==> src/rtl/piezo_tone_decoder.sv <==
// piezo_tone_decoder: locks onto C4..C5 tones by half-period measurement, flags off-table tones and silence
module piezo_tone_decoder #(
    parameter int TOL         = 20,
    parameter int STABLE      = 3,
    parameter int SILENCE_CYC = 4096
) (
    input  logic       clk,
    input  logic       rst,
    input  logic       tone_in,
    output logic [2:0] note_idx,
    output logic       note_valid,
    output logic       note_locked,
    output logic       note_err,
    output logic       silence
);
    typedef enum logic [1:0] {SILENT, ACQUIRE, LOCKED} state_t;
    localparam logic [15:0] NOM [0:7] = '{16'd1912, 16'd1704, 16'd1518, 16'd1433,
                                          16'd1277, 16'd1137, 16'd1013, 16'd957};
    localparam logic [15:0] SIL16 = 16'(SILENCE_CYC);
    localparam logic signed [16:0] TOLS = 17'(TOL);
    localparam logic [2:0] STB = 3'(STABLE);
    state_t state, nstate;
    logic s1, s2, d, tgl, timeout, hit, nvalid, nerr;
    logic [15:0] hp_cnt;
    logic [2:0] cand, run, midx, ncand, nrun, nidx, erun, arun;
    logic signed [16:0] diff;
    always_ff @(posedge clk or posedge rst)
        if (rst) {s1, s2, d} <= '0;
        else {s1, s2, d} <= {tone_in, s1, s2};
    assign tgl = s2 ^ d;
    always_ff @(posedge clk or posedge rst)
        if (rst) hp_cnt <= '0;
        else if (tgl) hp_cnt <= 16'd1;
        else if (hp_cnt < SIL16) hp_cnt <= hp_cnt + 16'd1;
    // timeout fires on the cycle the counter would reach the limit, so a coincident edge wins
    assign timeout = !tgl && hp_cnt == SIL16 - 16'd1;
    always_comb begin
        hit  = 1'b0;
        midx = 3'd0;
        diff = '0;
        for (int i = 0; i < 8; i++) begin
            diff = $signed({1'b0, hp_cnt}) - $signed({1'b0, NOM[i]});
            if (diff <= TOLS && diff >= -TOLS) begin
                hit  = 1'b1;
                midx = 3'(i);
            end
        end
    end
    always_ff @(posedge clk or posedge rst)
        if (rst) begin
            state      <= SILENT;
            cand       <= '0;
            run        <= '0;
            note_idx   <= '0;
            note_valid <= 1'b0;
            note_err   <= 1'b0;
        end else begin
            state      <= nstate;
            cand       <= ncand;
            run        <= nrun;
            note_idx   <= nidx;
            note_valid <= nvalid;
            note_err   <= nerr;
        end
    // leaving LOCKED restarts the run count, so a new note needs STABLE fresh matches
    assign erun = state == ACQUIRE ? run : 3'd0;
    assign arun = (midx == cand && erun != 3'd0) ? erun + 3'd1 : 3'd1;
    always_comb begin
        nstate = state;
        ncand  = cand;
        nrun   = run;
        nidx   = note_idx;
        nvalid = 1'b0;
        nerr   = 1'b0;
        if (state == SILENT) begin
            if (tgl) begin
                nstate = ACQUIRE;
                nrun   = 3'd0;
            end
        end else if (tgl) begin
            if (!hit) begin
                nstate = ACQUIRE;
                nrun   = 3'd0;
                nerr   = 1'b1;
            end else if (!(state == LOCKED && midx == note_idx)) begin
                ncand  = midx;
                nrun   = arun;
                nstate = arun >= STB ? LOCKED : ACQUIRE;
                nidx   = arun >= STB ? midx : note_idx;
                nvalid = arun >= STB;
            end
        end else if (timeout) nstate = SILENT;
    end
    always_comb begin
        silence     = state == SILENT;
        note_locked = state == LOCKED;
    end
endmodule

==> config.mk <==
export PLATFORM = sky130hd
export DESIGN_NAME = piezo_tone_decoder
export DESIGN_NICKNAME = d
export VERILOG_FILES = /design/src/rtl/piezo_tone_decoder.sv
export SDC_FILE = /design/constraint.sdc
export NUM_CORES = 1
export LEC_CHECK = 0
export CORE_MARGIN = 2
export CORE_UTILIZATION = 31
export CTS_CLUSTER_SIZE = 16
export DETAILED_ROUTE_END_ITERATION = 8
export PLACE_DENSITY = 0.48
export SYNTH_ARGS = -nofsm -noshare
export SYNTH_HDL_FRONTEND = slang
export SYNTH_SLANG_ARGS = --single-unit
==> constraint.sdc <==
create_clock -name clk -period 5.3 [get_ports clk]
set_input_delay 0.53 -clock clk [delete_from_list [all_inputs] [get_ports clk]]
set_output_delay 0.53 -clock clk [all_outputs]
set_load 0.03 [all_outputs]
== Word level (Yosys, flattened, before mapping) ==
Cells that the tools add are included.

* Register bits: 32
* Logic and storage cells: 107

* Eq/ne operators: 8
* Reduce and logical (&&, ||, !) cells: 20
* Order comparisons: 18
* Add/sub/neg operators: 10
* Bitwise gates (word level): 3
* Muxes and demuxes: 38

{| class="wikitable"
|+ Operators by type and width
! operator !! number
|-
| 17-bit by 6-bit >= comparator with 1-bit output (second input constant) || 8
|-
| 17-bit by 6-bit less-or-equal comparator with 1-bit output (second input constant) || 8
|-
| 16-bit by 11-bit subtractor with 17-bit output (second input constant) || 6
|-
| 3-bit two-way mux || 13
|-
| 16-bit by 10-bit subtractor with 17-bit output (second input constant) || 2
|-
| 16-bit two-way mux || 2
|-
| 16-bit by 1-bit adder with 16-bit output (second input constant) || 1
|-
| 16-bit by 12-bit == test with 1-bit output (second input constant) || 1
|-
| 16-bit by 13-bit < comparator with 1-bit output (second input constant) || 1
|-
| 1-bit two-way mux || 16
|-
| 2-bit two-way mux || 7
|-
| 1-bit logical AND || 11
|-
| 3-bit == test || 2
|-
| 5-bit AND reduction || 1
|-
| 4-bit inequality test (second input constant) || 1
|-
| 4-bit AND reduction || 1
|-
| 2-bit nonzero test || 2
|-
| 3-bit by 1-bit adder with 3-bit output (second input constant) || 1
|-
| 3-bit by 2-bit >= comparator with 1-bit output (second input constant) || 1
|-
| 3-bit inequality test (second input constant) || 1
|-
| 3-bit AND reduction || 1
|-
| 3-bit nonzero test || 1
|-
| 2-bit by 1-bit == test with 1-bit output (second input constant) || 1
|-
| 2-bit == test (second input constant) || 1
|-
| 6 further kinds || 7
|}

== Depth between registers and ports, before layout ==
* Word-level depth: 19
* Gate-level depth with buffers: 17
* Mapped depth without buffers: 13

== Least setup slack after synthesis ==
OpenSTA, ideal clock, no wires.

* Kind: reg2reg
* From: register hp_cnt[1]
* To: register note_idx[2]
* Path slack: 0.978 ns
* Data required time: 5.175 ns
* Clock period less this slack: 4.322 ns
* Setup time: 0.125 ns
* Stages on the path, launching flop included: 17
* Arrival: 4.197 ns
* Cells stage by stage: dfrtp_1 -> clkbuf_1 -> inv_1 -> ha_1 -> a211oi_1 -> nor2_1 -> or3_1 -> and3_1 -> a2111oi_0 -> nor2_1 -> and3_1 -> clkbuf_1 -> xnor2_1 -> a311o_1 -> buf_6 -> a311oi_4 -> mux2_4

* Longest elaborated chain between the ends: 15
* Elaborated cells between the ends (all ways): 55
* Classes of those cells: 8 x add/sub; 17 x order compare; 2 x eq/ne; 16 x mux; 1 x bitwise; 11 x reduce/logical

{| class="wikitable"
|+ Ends and longest elaborated chain
! element !! line !! RTL
|-
| from (decl) || 24 || <nowiki>logic [15:0] hp_cnt;</nowiki>
|-
| from (signal assigned) || 34 || <nowiki>else if (hp_cnt < SIL16) hp_cnt <= hp_cnt + 16'd1;</nowiki>
|-
| 16-bit by 11-bit subtractor with 17-bit output || 42 || <nowiki>diff = $signed({1'b0, hp_cnt}) - $signed({1'b0, NOM[i]});</nowiki>
|-
| 17-bit by 6-bit less-or-equal comparator with 1-bit output / 17-bit by 6-bit >= comparator with 1-bit output (equally long branches) || 43 || <nowiki>if (diff <= TOLS && diff >= -TOLS) begin</nowiki>
|-
| 1-bit logical AND || 43 ||
|-
| 1-bit two-way mux || 43 ||
|-
| 3-bit two-way mux (6 in series) || 43 ||
|-
| 3-bit == test || 67 || <nowiki>assign arun = (midx == cand && erun != 3'd0) ? erun + 3'd1 : 3'd1;</nowiki>
|-
| 1-bit logical AND || 67 ||
|-
| 3-bit two-way mux || 67 ||
|-
| 3-bit by 2-bit >= comparator with 1-bit output || 89 || <nowiki>nidx = arun >= STB ? midx : note_idx;</nowiki>
|-
| 5-bit AND reduction (no source line) || - ||
|-
| to (signal assigned) || 61 || <nowiki>note_idx <= nidx;</nowiki>
|-
| to (decl) || 10 || <nowiki>output logic [2:0] note_idx,</nowiki>
|}

Parallel ways exist; a longest one is shown, timed or not.
A chain may end at the register's enable or synchronous reset.

== Final worst setup path ==
Ends and elaborated chain as after synthesis.

==> out/metrics.cfg <==
[sta]
fmaxAchievable_mhz=201
finClkSkew_ns=0.00766
hold_viol=0
fin_tns_setup_ns=0
fin_hold_ws_ns=0.345
max_slew_margin_pct=40.1
timing.final.ws_setup_ns=0.334
maxSlewViolCount=0
final.period_utilization_pct=93.7
min_period_ns=4.97
grt_setup_unrepaired=false
tightestPinTransition_ns=0.899
setup_viol=0

[yosys]
netlist_area_um2=4540
synth_cell_types=82
ys_seq_elements=32
seq_area_frac_synth_pct=17.6
synthArstFlopShare_pct=100
synth.net_count=650
netlist_instances=633
synth_fa_ha_area_share_pct=3.86
yosys-top-cells-area=dfrtp_1 18%, nor2_1 5.7%, a21oi_1 5.0%, xnor2_1 4.6%, o21ai_0 4.3%
synth-warning-count=0
synth_top_family_by_area=compound AO/OA/AOI/OAI gates
yosys.area.top_type_share_pct=17.6
synth-xor-area-share_pct=6.56
netlist.top_cell.by_area=dfrtp_1
postSynthAreaPerCell_um2=7.18
muxShareOfSynthArea_pct=3.91
synth_top_flop_cell=dfrtp_1
synth_compound_gate_area_share_pct=32.7
synth-edff-count=0
synthSimpleGateAreaFrac_pct=27.6

[die]
die_height_um=125
start_util_pct=31.5
ioPinCount=10
dieArea_um2=15600
std_cell_rows=44
die_w_um=125
core_area_um2=14400

[placement]
placed_cells=807
dpl_worst_slack_ns=0.498
portBuffers=9
place_hpwl_um=14100
gp_congestion=0.994

[cells_and_area]
final_nets=647
n_fill_cell=1558
area_growth_pct=10.5
drive_above_1_share_pct=9.98
fin_cells=816

[route]
wl_per_cell_um=22.8
first_pass_iters=5
drc_errors=0
drt-vias-per-instance=6.29
antenna_left=0
wirelength_um=18600
drt-initial-drc-count=572
vias=5133

[setup_path]
critPathMaxFanout=13
end_kind=register
crit_end=note_idx[2]
cp_data_arrival_time_ns=5.14
worstSetupStartpoint=hp_cnt[1]
r2r-end=note_idx[2]
r2r-start=hp_cnt[1]
crit_type=register to register
reg2reg_slack_ns=0.33
worstPathRequired_ns=5.47
rr_worst_depth=13
startpoint_type=register

[clocking]
cts_tree=built
post_cts_buffers=0
htreeDepth=2
post_cts_resized=0
clk_pin_slew_ns=0.05
clock-sinks=32
cts_hold_buf=0
numCtsBuffers=5
clock_path_buffers=2
clock-root-buffer=clkbuf_16
insertion_delay_ns=0.29

[pwr]
p_clk_share_pct=35.4
ir_worst_vdd_v=0.000116
p_switching_w=0.000294
combPwrFrac_pct=31.9
pwr-share-seq_pct=32.7
internal_power_w=0.000525
p_leak_nw=1.87
power_w=0.000819
swShare_pct=35.9
power_density_nw_per_um2=163

[grt]
antenna_found_initial=0
grt_pass1_vias=4981
met2_usage_pct=38.0
grt_pass1_wl_um=29000
grt_busiest_layer=met2
grtUsageMet3_pct=3.47
grt-ovfl-total=0
grt_max_degree=33
track_usage_pct=23.5
grt_util_met1_pct=30.4

[min_path]
hp-class=register to register

[flow_run]
cap_violations=0

[outcome]
status=finished, final reports clean

==> cell families after synthesis <==
family          after synthesis
buf+inv                      78
flops                        32
simple gates                246
compound gates              212
mux                          17
xor+xnor                     34
fa+ha+maj                    14
==> metrics by stage <==
stage               instance area [um^2]  utilization [%]
floorplan                           4540                -
global placement                    4870             33.7
detailed placement                  4870             33.7
CTS                                 5020             34.8
global route                        5020             34.8
finish                              5020             34.8
==> registers in the layout, summed over array words and instances, names as in the netlist <==
register	flops
cand	3
d	1
hp_cnt	16
note_err	1
note_idx	3
note_valid	1
run	3
s1	1
s2	1
state	2
==> worst min path at each step <==
| stage | from | end | slack [ns] | cells after the start |
|---|---|---|---|---|
| finish | s1 | s2 | 0.34 | 0 |
| global route | s1 | s2 | 0.36 | 0 |
| CTS | s1 | s2 | 0.35 | 0 |
| detailed placement | s1 | s2 | 0.35 | 0 |
| global placement | s1 | s2 | 0.34 | 0 |
| floorplan | s1 | s2 | 0.33 | 0 |
==> layout by cell type, fill, tap and decap left out, drive strengths merged, types with 5 or more instances in the layout <==
master          n
a211oi         11
nand2b         10
o31ai          11
dfrtp          32
nor4           11
mux2i          14
nor2           69
buf            36
and2            9
a21o            6
o22ai           6
o21ai          44
or2             6
o211ai          5
nand4          18
ha             14
or3             5
a21boi          6
a31oi           7
nand2          51
o2111ai         8
inv            18
a2111oi         8
nor2b           8
clkbuf          6
clkinv          7
nor3           22
o32a            5
and3            7
xnor2          24
a21oi          45
xor2           10
nand3          19
clkdlybuf4s50   9
==> critical path, stage by stage, from the launching register on <==
cell and delay (ns):
dfrtp_1 0.50, inv_1 0.20, ha_1 0.47, nor2b_1 0.26, a2111oi_0 0.73, mux2i_1 0.17
o32a_1 0.21, nor4_1 0.35, nor2_1 0.16, and3_1 0.29, xnor2_1 0.17, a311o_1 0.49
a311oi_4 0.50, mux2_4 0.34
==> synth_stat cells (9+ instances only) <==
cell type  instances
mux2i_1           14
clkbuf_1          17
a211oi_1          11
nand2_1           50
nor4_1            10
xnor2_1           24
nor3_1            22
nor2_1            69
xor2_1            10
o21ai_0           39
buf_2             32
dfrtp_1           32
nand3_1           19
ha_1              14
nand2b_1          10
and2_1             9
a21oi_1           45
inv_1             16
nand4_1           17
o31ai_1           11
==> power by group through the flow <==
stage / Sequential, W / Combinational, W / Clock [W]
4_1_cts: 0.000268 / 0.000254 / 0.000301
3_5_place_dp: 0.000272 / 0.000252 / 0
6_report: 0.000268 / 0.000261 / 0.000290
3_3_place_gp: 0.000271 / 0.000255 / 0
2_1_floorplan: 0.000265 / 0.000172 / 0
5_1_grt: 0.000270 / 0.000279 / 0.000312
==> routing by layer <==
metal	routed length, um	vias to the layer above
li1	-	2364
met1	7760	2450
met2	8490	262
met3	1400	57
met4	966	0
met5	0	-
==> cell type report <==
class	instances	area, um^2	share of cell area (%)
Inverter	23	86.3	1.72
Clock inverter	2	10.0	0.199
Tap cell	184	230	4.59
Clock buffer	6	139	2.77
Antenna cell	1	2.50	0.0499
Timing Repair Buffer	45	360	7.18
Sequential cell	32	801	16.0
Multi-Input combinational cell	523	3390	67.5
Power figures use the tool's default switching activity.
